`config.mk`:
```
export PLATFORM = sky130hd
export DESIGN_NAME = song_sequencer_flat
export DESIGN_NICKNAME = d
export VERILOG_FILES = /design/src/rtl/song_sequencer_pkg.sv /design/src/rtl/song_sequencer_if.sv /design/src/rtl/song_sequencer_rom.sv /design/src/rtl/song_sequencer.sv /design/src/flat_wrapper.sv
export SDC_FILE = /design/constraint.sdc
export NUM_CORES = 1
export LEC_CHECK = 0
export ABC_AREA = 1
export BUFFER_PORTS_ARGS = -buffer_cell sky130_fd_sc_hd__clkbuf_2
export CAP_MARGIN = 20
export CORE_ASPECT_RATIO = 1.5
export CORE_MARGIN = 5
export CORE_UTILIZATION = 61
export DETAILED_ROUTE_END_ITERATION = 6
export GPL_ROUTABILITY_DRIVEN = 0
export PLACE_DENSITY = 0.84
export SLEW_MARGIN = 20
export SYNTH_ARGS = -nofsm -noshare
export SYNTH_HDL_FRONTEND = slang
export SYNTH_SLANG_ARGS = --single-unit
export TNS_END_PERCENT = 30
```
`constraint.sdc`:
```
create_clock -name CLK -period 5.3 [get_ports CLK]
set_input_delay 1.06 -clock CLK [delete_from_list [all_inputs] [get_ports CLK]]
set_output_delay 1.06 -clock CLK [all_outputs]
set_load 0.005 [all_outputs]
```
`src/rtl/song_sequencer_pkg.sv`:
```
// Shared note codes, widths, FSM state and ROM entry layout for the autoplay sequencer.
package song_sequencer_pkg;

    localparam int NOTE_W = 4;
    localparam int LED_W  = 8;
    localparam int STEP_W = 5;
    localparam int DUR_W  = 3;

    localparam logic [NOTE_W-1:0] NOTE_NONE = 4'd0;
    localparam logic [NOTE_W-1:0] NOTE_C4   = 4'd1;
    localparam logic [NOTE_W-1:0] NOTE_D    = 4'd2;
    localparam logic [NOTE_W-1:0] NOTE_E    = 4'd3;
    localparam logic [NOTE_W-1:0] NOTE_F    = 4'd4;
    localparam logic [NOTE_W-1:0] NOTE_G    = 4'd5;
    localparam logic [NOTE_W-1:0] NOTE_A    = 4'd6;
    localparam logic [NOTE_W-1:0] NOTE_B    = 4'd7;
    localparam logic [NOTE_W-1:0] NOTE_C5   = 4'd8;

    typedef enum logic [1:0] {ST_IDLE, ST_PLAY, ST_GAP, ST_DONE} state_t;

    typedef struct packed {
        logic [NOTE_W-1:0] note;
        logic [DUR_W-1:0]  dur;
    } rom_entry_t;

    // Codes above C5 play as silence for their full duration.
    function automatic logic [NOTE_W-1:0] note_clip(input logic [NOTE_W-1:0] n);
        return (n > NOTE_C5) ? NOTE_NONE : n;
    endfunction

    function automatic logic [LED_W-1:0] note_led(input logic [NOTE_W-1:0] n);
        logic [LED_W-1:0] l;
        l = '0;
        if (n != NOTE_NONE && n <= NOTE_C5)
            l = 8'h01 << (4'd8 - n);
        return l;
    endfunction

endpackage

```
`src/rtl/song_sequencer_if.sv`:
```
// Control inputs and note/LED outputs of the autoplay sequencer.
interface song_sequencer_if;
    import song_sequencer_pkg::*;

    logic              ENABLE;
    logic              BEAT_TICK;
    logic [NOTE_W-1:0] note;
    logic [LED_W-1:0]  Led;
    logic [STEP_W-1:0] step;
    logic              song_done;

    modport master (output ENABLE, BEAT_TICK, input note, Led, step, song_done);
    modport slave  (input ENABLE, BEAT_TICK, output note, Led, step, song_done);
endinterface

```
`src/rtl/song_sequencer_rom.sv`:
```
// Combinational song ROM, addr -> {note, dur}. ROM_SEL=0 is the Ode to Joy phrase;
// ROM_SEL=1 is a short pattern exercising dur=0 and an out-of-range note code.
module song_rom
    import song_sequencer_pkg::*;
#(
    parameter int ROM_SEL = 0
) (
    input  logic [STEP_W-1:0] addr,
    output rom_entry_t        dat
);

    always_comb begin
        dat = '{note: NOTE_NONE, dur: 3'd1};
        if (ROM_SEL == 0) begin
            case (addr)
                5'd0:  dat = '{note: NOTE_E,  dur: 3'd2};
                5'd1:  dat = '{note: NOTE_E,  dur: 3'd2};
                5'd2:  dat = '{note: NOTE_F,  dur: 3'd2};
                5'd3:  dat = '{note: NOTE_G,  dur: 3'd2};
                5'd4:  dat = '{note: NOTE_G,  dur: 3'd2};
                5'd5:  dat = '{note: NOTE_F,  dur: 3'd2};
                5'd6:  dat = '{note: NOTE_E,  dur: 3'd2};
                5'd7:  dat = '{note: NOTE_D,  dur: 3'd2};
                5'd8:  dat = '{note: NOTE_C4, dur: 3'd2};
                5'd9:  dat = '{note: NOTE_C4, dur: 3'd2};
                5'd10: dat = '{note: NOTE_D,  dur: 3'd2};
                5'd11: dat = '{note: NOTE_E,  dur: 3'd2};
                5'd12: dat = '{note: NOTE_E,  dur: 3'd3};
                5'd13: dat = '{note: NOTE_D,  dur: 3'd1};
                5'd14: dat = '{note: NOTE_D,  dur: 3'd4};
                default: dat = '{note: NOTE_NONE, dur: 3'd1};
            endcase
        end else begin
            case (addr)
                5'd0:  dat = '{note: NOTE_C4, dur: 3'd1};
                5'd1:  dat = '{note: NOTE_C4, dur: 3'd0};
                5'd2:  dat = '{note: NOTE_D,  dur: 3'd2};
                5'd3:  dat = '{note: 4'd9,    dur: 3'd1};
                5'd4:  dat = '{note: NOTE_C5, dur: 3'd1};
                default: dat = '{note: NOTE_NONE, dur: 3'd1};
            endcase
        end
    end

endmodule

```
`src/rtl/song_sequencer.sv`:
```
// Autoplay sequencer: steps through song_rom on BEAT_TICK, inserting a NONE gap between
// notes; note/Led/step/song_done are registered, ENABLE=0 rewinds to IDLE next cycle.
module song_sequencer
    import song_sequencer_pkg::*;
#(
    parameter int SONG_LEN   = 15,
    parameter int GAP_CYCLES = 2,
    parameter bit LOOP       = 1'b0,
    parameter int ROM_SEL    = 0
) (
    input  logic             CLK,
    input  logic             RESET,
    song_sequencer_if.slave  bus
);

    localparam int GW = (GAP_CYCLES > 0) ? $clog2(GAP_CYCLES + 1) : 1;
    localparam logic [GW-1:0]     GAP_LAST  = GW'((GAP_CYCLES > 0) ? GAP_CYCLES - 1 : 0);
    localparam logic [STEP_W-1:0] LAST_STEP = STEP_W'(SONG_LEN - 1);

    state_t            state;
    logic [STEP_W-1:0] step_q;
    logic [DUR_W-1:0]  tick_cnt;
    logic [DUR_W-1:0]  cur_dur;
    logic [GW-1:0]     gap_cnt;
    logic [NOTE_W-1:0] note_q;
    logic [LED_W-1:0]  led_q;
    logic              done_q;

    logic [STEP_W-1:0] rom_addr;
    rom_entry_t        rom_dat;
    logic [NOTE_W-1:0] rom_note;
    logic [DUR_W-1:0]  rom_dur;
    logic              at_last;
    logic              tick_end;
    logic              advance;

    // The ROM is only ever read for the note about to be loaded; its dur is latched.
    song_rom #(.ROM_SEL(ROM_SEL)) u_rom (
        .addr (rom_addr),
        .dat  (rom_dat)
    );

    always_comb begin
        at_last  = (step_q == LAST_STEP);
        rom_addr = (state == ST_IDLE || at_last) ? '0 : step_q + 5'd1;
        rom_note = note_clip(rom_dat.note);
        rom_dur  = (rom_dat.dur == '0) ? 3'd1 : rom_dat.dur;
        tick_end = bus.BEAT_TICK && (({1'b0, tick_cnt} + 4'd1) == {1'b0, cur_dur});
        advance  = ((state == ST_PLAY) && tick_end && (GAP_CYCLES == 0)) ||
                   ((state == ST_GAP) && (gap_cnt == GAP_LAST));
    end

    always_ff @(posedge CLK or negedge RESET) begin
        if (!RESET) begin
            state    <= ST_IDLE;
            step_q   <= '0;
            tick_cnt <= '0;
            cur_dur  <= 3'd1;
            gap_cnt  <= '0;
            note_q   <= NOTE_NONE;
            led_q    <= '0;
            done_q   <= 1'b0;
        end else if (!bus.ENABLE) begin
            state    <= ST_IDLE;
            step_q   <= '0;
            tick_cnt <= '0;
            gap_cnt  <= '0;
            note_q   <= NOTE_NONE;
            led_q    <= '0;
            done_q   <= 1'b0;
        end else begin
            done_q <= 1'b0;
            if (advance) begin
                tick_cnt <= '0;
                gap_cnt  <= '0;
                if (!at_last) begin
                    state   <= ST_PLAY;
                    step_q  <= step_q + 5'd1;
                    note_q  <= rom_note;
                    led_q   <= note_led(rom_note);
                    cur_dur <= rom_dur;
                end else begin
                    done_q <= 1'b1;
                    if (LOOP) begin
                        state   <= ST_PLAY;
                        step_q  <= '0;
                        note_q  <= rom_note;
                        led_q   <= note_led(rom_note);
                        cur_dur <= rom_dur;
                    end else begin
                        state  <= ST_DONE;
                        note_q <= NOTE_NONE;
                        led_q  <= '0;
                    end
                end
            end else begin
                case (state)
                    ST_IDLE: begin
                        state    <= ST_PLAY;
                        step_q   <= '0;
                        tick_cnt <= '0;
                        note_q   <= rom_note;
                        led_q    <= note_led(rom_note);
                        cur_dur  <= rom_dur;
                    end
                    ST_PLAY: begin
                        if (tick_end) begin
                            state    <= ST_GAP;
                            gap_cnt  <= '0;
                            tick_cnt <= '0;
                            note_q   <= NOTE_NONE;
                            led_q    <= '0;
                        end else if (bus.BEAT_TICK) begin
                            tick_cnt <= tick_cnt + 3'd1;
                        end
                    end
                    ST_GAP:  gap_cnt <= gap_cnt + GW'(1);
                    ST_DONE: state   <= ST_DONE;
                    default: state   <= ST_IDLE;
                endcase
            end
        end
    end

    assign bus.note      = note_q;
    assign bus.Led       = led_q;
    assign bus.step      = step_q;
    assign bus.song_done = done_q;

endmodule
```
`src/flat_wrapper.sv`:
```
// flat-port wrapper written by rule: the top's interface ports become plain ports
module song_sequencer_flat import song_sequencer_pkg::*;
#(
    parameter int SONG_LEN   = 15,
    parameter int GAP_CYCLES = 2,
    parameter bit LOOP       = 1'b0,
    parameter int ROM_SEL    = 0
)
  (CLK, RESET, bus_ENABLE, bus_BEAT_TICK, bus_note, bus_Led, bus_step, bus_song_done);
  song_sequencer_if bus_i ();
  input  logic CLK;
  input  logic RESET;
  input wire logic [$bits(bus_i.ENABLE)-1:0] bus_ENABLE;
  input wire logic [$bits(bus_i.BEAT_TICK)-1:0] bus_BEAT_TICK;
  output wire logic [$bits(bus_i.note)-1:0] bus_note;
  output wire logic [$bits(bus_i.Led)-1:0] bus_Led;
  output wire logic [$bits(bus_i.step)-1:0] bus_step;
  output wire logic [$bits(bus_i.song_done)-1:0] bus_song_done;
  assign bus_i.ENABLE = bus_ENABLE;
  assign bus_i.BEAT_TICK = bus_BEAT_TICK;
  assign bus_note = bus_i.note;
  assign bus_Led = bus_i.Led;
  assign bus_step = bus_i.step;
  assign bus_song_done = bus_i.song_done;
  song_sequencer #(.SONG_LEN(SONG_LEN), .GAP_CYCLES(GAP_CYCLES), .LOOP(LOOP), .ROM_SEL(ROM_SEL)) u_core (.CLK(CLK), .RESET(RESET), .bus(bus_i));
endmodule
```
-- Word-level counts from Yosys, hierarchy flattened
Memory sizes are Yosys's and may differ from the RTL's.
Index checks and enable logic that the tools add are counted.
- $mul: 0
- divide/modulo/power cells: 0
- equality and inequality tests: 14
- muxes and demuxes: 39
- add/subtract/negate cells: 5
- reduce and logical (&&, ||, !) cells: 14
- shift-type cells: 1
- bitwise operators: 0
- magnitude comparators: 2
- operators with widths (kind ; count):
    $mux 8 ; 5
    $mux 5 ; 5
    $mux 3 ; 8
    $mux 4 ; 5
    $pmux 8 s2 ; 1
    $mux 2 ; 7
    $reduce_and 2->1 ; 5
    $ne 4x1->1 const B ; 2
    $pmux 4 s2 ; 1
    $shl 1x4->8 const A ; 1
    $mux 7 ; 1
    $pmux 2 s3 ; 1
    $pmux 3 s2 ; 1
    $add 5x1->5 const B ; 1
    $eq 5x4->1 const B ; 1
    $ne 5x1->1 const B ; 1
    $ne 5x3->1 const B ; 1
    $add 3x1->4 const B ; 1
    $eq 2x1->1 const B ; 2
    $eq 2x2->1 const B ; 2
    $eq 4x3->1 ; 1
    $gt 4x4->1 const B ; 1
    $le 4x4->1 const B ; 1
    $ne 4x2->1 const B ; 1
    other kinds (15) ; 19
- memory bits (writable): 0
- bits in read-only memories: 96
- bits of input ports: 4
- flip-flop bits (word level): 28
- output and inout port bits: 18
- logic and storage cells: 84
- memories kept: 1
- bits in latches: 0
- memories (name ; depth ; width ; read ports ; clocked after Yosys merged registers in ; write ports ; RTL line ; RTL):
    (name not given) ; 16 ; 6 ; 1 ; 0 ; 0 ; song_sequencer_rom.sv:15 ; case (addr)

-- Depth between registers and ports, before layout
An unclocked memory read counts as a cell.
- depth after elaboration: 13
- depth in mapped cells: 17
- mapped depth without buffers: 17

-- Hierarchy
From an unflattened synthesis, not the netlist that was laid out.
- cell total of the unflattened synthesis: 249
- area total of the unflattened synthesis: 1830.5 µm²
- by module, submodules not included (module ; area an instance (µm²) ; times used ; seq. area each (µm²) ; cells an instance):
    song_sequencer ; 1715.4 ; 1 ; 701.9 ; 223
    song_rom ; 115.1 ; 1 ; 0.0 ; 26

-- Least setup slack after synthesis
OpenSTA, ideal clock, no wires.
- path type: register to register
- from: register u_core.step_q[0], in the netlist u_core.bus.step[0]
- to: register u_core.led_q[0], in the netlist u_core.bus.Led[0]
- period minus slack after synthesis: 2191 ps
- stages on the path, launching flop included: 17
- path buffers: 0
- slack: 3109 ps
- required time: 5235 ps
- arrival: 2126 ps
- library setup time: 65 ps
- cells stage by stage: dfrtp_1 > inv_1 > ha_1 > nand2_1 > nor2_1 > nor2_2 > nand2_1 > nand3_1 > nand2_2 > nor2_4 > nor2_1 > ha_1 > inv_1 > nand3_2 > nor2_1 > nand3_1 > nand2_1
- word-level cells in the longest chain between the ends: 13
- elaborated cells on any way between the ends: 18
- those cells by class: 2 x add/sub; 2 x order compare; 1 x eq/ne; 1 x shift; 8 x mux; 3 x reduce/logical; 1 x memory
- ends and longest elaborated chain (what ; RTL line ; RTL):
    start, declared ; song_sequencer.sv:21 ; logic [STEP_W-1:0] step_q;
    start signal, assigned ; song_sequencer.sv:78 ; step_q <= step_q + 5'd1;
    parallel branches: the longest is 11 deep, another holds $mem_v2 16x6 ; n/a ;
    $mux 8 * ; song_sequencer.sv:73 ; if (advance) begin
    $mux 8 * ; song_sequencer.sv:63 ; end else if (!bus.ENABLE) begin
    end signal, assigned ; song_sequencer.sv:80 ; led_q <= note_led(rom_note);
    end signal, assigned ; song_sequencer.sv:88 ; led_q <= note_led(rom_note);
    end signal, assigned ; song_sequencer.sv:103 ; led_q <= note_led(rom_note);
    end, declared ; song_sequencer.sv:26 ; logic [LED_W-1:0] led_q;
Mark *: on every way between the ends.
A chain may end at the register's enable or synchronous reset.

-- Worst setup path in the final report
- from: register u_core.step_q[0], in the netlist u_core.bus.step[0]
- to: register u_core.led_q[3], in the netlist u_core.bus.Led[3]
Same word-level chain as after synthesis.

==> results.sh <==
export IMPL_outcome="finished, final reports clean"
export IMPL_nFillCells=213
export IMPL_gr_usage_all_layers_pct=19.89
export IMPL_design_core_area_mm2=0.002477
export IMPL_starting_density_of_the_core_pct=64.49
export IMPL_die_height_um=72.68
export IMPL_antenna_found_initial=0
export IMPL_pre_cts_ws_ps=2812
export IMPL_detail_route_antenna_nets=0
export IMPL_final_net_count=239
export IMPL_post_cts_repair_setup_buffers=0
export IMPL_grt_overflow_total=0
export IMPL_sw_pwr_w=0.0002057
export IMPL_timing_final_hold_violations=0
export IMPL_worst_slew_slack_as_a_fraction_of_its_limit_pct=56.18
export IMPL_hold_buffers=0
export IMPL_pin_count_of_the_biggest_net_entering_global_routing=28
export IMPL_yosysWarningCount=0
export IMPL_register_to_register_setup_slack_ps=2730
export IMPL_detailed_route_via_count=1390
export IMPL_num_cts_buffers=3
export IMPL_layout_commonest_cell="sky130_fd_sc_hd__nand2_1"
export IMPL_power_share_sequential_pct=48.4
export IMPL_drc_errors=0
export IMPL_fp_row_count=22
export IMPL_rsz0062_at_grt="false"
export IMPL_worst_ir_drop_vdd_v=0.0002563
export IMPL_setup_clock_skew_after_layout_ps=5.721
export IMPL_max_slew_worst_pin_slew_ps=657.2
export IMPL_yosys_cell_types_count=29
export IMPL_antennaDiodeCount=0
export IMPL_p_int_w=0.0003217
export IMPL_buffer_ports_inserted=20
export IMPL_first_global_vias=1395
export IMPL_timing_critical_path_required_ps=5580
export IMPL_die_width_um=51.79
export IMPL_clockPowerShare_pct=16.9
export IMPL_tritoncts_clock_tree="built"
export IMPL_layout_cells_most_common_list="57 x sky130_fd_sc_hd__nand2_1, 28 x sky130_fd_sc_hd__inv_1, 26 x sky130_fd_sc_hd__dfrtp_1, 21 x sky130_fd_sc_hd__nand3_1, 20 x sky130_fd_sc_hd__clkbuf_2"
export IMPL_post_synth_edffs=0
export IMPL_worst_slack_ps=2733
export IMPL_switching_share_pct=39.00
export IMPL_hold_ws_ps=493.4
export IMPL_worstSkewPairLatency_ps=330
export IMPL_slew_violations=0
export IMPL_dp_hpwl_um=2566
export IMPL_start_kind="register"
export IMPL_cp_endpoint="u_core.bus.Led[3]"
export IMPL_drt_iter0_markers=70
export IMPL_detail_route_first_pass_iterations=4
export IMPL_leakage_nw=0.9325
export IMPL_fin_crit_sh_pct=48.44
export IMPL_cts_root_buf="sky130_fd_sc_hd__clkbuf_4"
export IMPL_cts_clk_slew_worst_paths_ps=140
export IMPL_via_to_cell_ratio=5.494
export IMPL_holdCritPathClass="reg2reg"
export IMPL_regToRegEndpoint="u_core.bus.Led[3]"
export IMPL_totalNegativeSetupSlack_ps=0
export IMPL_avgSynthCellArea_um2=7.682
export IMPL_cts_max_path_buffers=2
export IMPL_netlist_area_mm2=0.001598
export IMPL_ys_dominant_reg_cell="sky130_fd_sc_hd__dfrtp_1"
export IMPL_htree_num_levels=1
export IMPL_pin_count=22
export IMPL_finalCriticalPeriod_ps=2567
export IMPL_clock_fmax_ghz=0.3895
export IMPL_grt_pass1_wl_um=5878
export IMPL_postSynthCellCount=208
export IMPL_final_core_area_utilization_pct=69.85
export IMPL_cellPowerDensity_mw_per_mm2=304.7
export IMPL_setup_worst_path_end_class="register"
export IMPL_r2r_cells=15
export IMPL_r2r_start="u_core.bus.step[0]"
export IMPL_combinationalPowerShare_pct=34.7
export IMPL_area_growth_synth_to_final_pct=8.301
export IMPL_timing_max_cap_violations=0
export IMPL_post_route_cells_drive_above_1_share_pct=20.09
export IMPL_synth_seq_area_share_pct=42.36
export IMPL_die_area_mm2=0.003764
export IMPL_cts_resized=0
export IMPL_wl_per_cell_um=12.70
export IMPL_critical_path_peak_fanout=8
export IMPL_setup_viol_count_final=0
export IMPL_asyncSetResetFlopFracSynth_pct=100.0
export IMPL_dpl_cell_count=249
export IMPL_fin_cells=253
export IMPL_crit_path_start="u_core.bus.step[0]"
export IMPL_drt_total_wl_um=3214
export IMPL_worstPathArrival_ps=2840
export IMPL_crit_type="reg2reg"
export IMPL_postSynthNetCount=217
export IMPL_cts_sinks=27
export IMPL_synth_ff_latch_count=27
-- cells by family (layout without fill, tap and decap cells) --
group | count (synthesis) | in the layout | share of synthesized area, %
AO/OA/AOI/OAI | 23 | 23 | 7.831
XOR/XNOR | 2 | 2 | 1.567
adder cells (fa/ha/maj) | 5 | 5 | 3.915
buffers and inverters | 33 | 54 | 8.536
flip-flops | 27 | 27 | 42.36
other | 1 | 1 | 0.2347
AND/OR/NAND/NOR | 117 | 117 | 35.55
-- per-stage QoR --
stage / cell area, um2 / power, W
after CTS: 1730 / 0.0005305
after global routing: 1730 / 0.0005729
after detailed placement: 1704 / 0.0004433
final: 1730 / 0.0005273
after floorplan: 1598 / 0.0004018
after global placement: 1704 / 0.0004349
-- sequential cells by signal, indices dropped and copies added (netlist names) --
name	cells
u_core.bus.song_done	1
u_core.bus.step	5
u_core.gap_cnt	2
u_core.bus.note	3
u_core.state	2
u_core.cur_dur	3
u_core.tick_cnt	3
u_core.bus.Led	8
-- area by class of cell --
class                           instances  area (um2)  area share [%]
Tap cell                               24       30.03           1.735
Clock buffer                            4       26.28           1.518
Inverter                               30       112.6           6.508
Sequential cell                        27       676.9           39.12
Timing Repair Buffer                   20       100.1           5.785
Multi-Input combinational cell        148       784.5           45.34
-- synth_stat cells (2+ instances only) --
cell                      instances  area share, %
sky130_fd_sc_hd__inv_1           28            6.6
sky130_fd_sc_hd__o21ai_0         14            4.4
sky130_fd_sc_hd__nand3_1         21            6.6
sky130_fd_sc_hd__nand2_1         57             13
sky130_fd_sc_hd__dfrtp_1         26             41
sky130_fd_sc_hd__nor2_2           6            2.3
sky130_fd_sc_hd__nand3_2          2            1.3
sky130_fd_sc_hd__inv_2            2           0.47
sky130_fd_sc_hd__ha_1             5            3.9
sky130_fd_sc_hd__o22ai_1          3            1.2
sky130_fd_sc_hd__nor2_1          15            3.5
sky130_fd_sc_hd__nand2_2          4            1.6
sky130_fd_sc_hd__nand4_1          5            2.0
sky130_fd_sc_hd__nor2_4           3            2.1
sky130_fd_sc_hd__o21ai_1          3           0.94
-- power groups by stage --
stage          logic [W]  clock network, W  registers (W)
6_report        0.000183         0.0000893       0.000255
5_1_grt         0.000214         0.0000994       0.000259
4_1_cts         0.000184         0.0000909       0.000255
3_5_place_dp    0.000184                 0       0.000259
3_3_place_gp    0.000177                 0       0.000258
2_1_floorplan   0.000145                 0       0.000257
-- metal layers --
metal / vias to the layer above / routed length [um] / global-route usage, % / share of wire (%)
met4: 0 / 86 / 8.455 / 2.7
met1: 643 / 1297 / 22.11 / 40
li1: 701 / - / - / -
met2: 35 / 1724 / 37.68 / 54
met3: 11 / 106 / 1.431 / 3.3
met5: - / 0 / 0 / 0
-- how the worst min path moves through the flow --
stage	from	end	slack (ps)	depth (start not counted)
2_1_floorplan	u_core.gap_cnt[1]	u_core.gap_cnt[1]	450	2
3_3_place_gp	u_core.bus.Led[6]	u_core.bus.Led[6]	460	2
3_5_place_dp	u_core.bus.Led[5]	u_core.bus.Led[5]	470	2
4_1_cts	u_core.bus.Led[5]	u_core.bus.Led[5]	500	2
5_1_grt	u_core.bus.Led[5]	u_core.bus.Led[5]	520	2
6_report	u_core.bus.Led[6]	u_core.bus.Led[6]	490	2
-- critical path, stage by stage, from the launching register on --
cell,delay [ps]
sky130_fd_sc_hd__dfrtp_1,510
sky130_fd_sc_hd__inv_1,150
sky130_fd_sc_hd__ha_1,340
sky130_fd_sc_hd__inv_1,140
sky130_fd_sc_hd__nand3_1,120
sky130_fd_sc_hd__nor2_1,190
sky130_fd_sc_hd__o21ai_2,100
sky130_fd_sc_hd__nand2_2,90
sky130_fd_sc_hd__nor2_4,50
sky130_fd_sc_hd__nor2_1,110
sky130_fd_sc_hd__ha_1,240
sky130_fd_sc_hd__inv_1,70
sky130_fd_sc_hd__nand3_2,90
sky130_fd_sc_hd__inv_1,140
sky130_fd_sc_hd__nand3_1,100
sky130_fd_sc_hd__nand2_1,70
(Power assumes the default switching activity.)
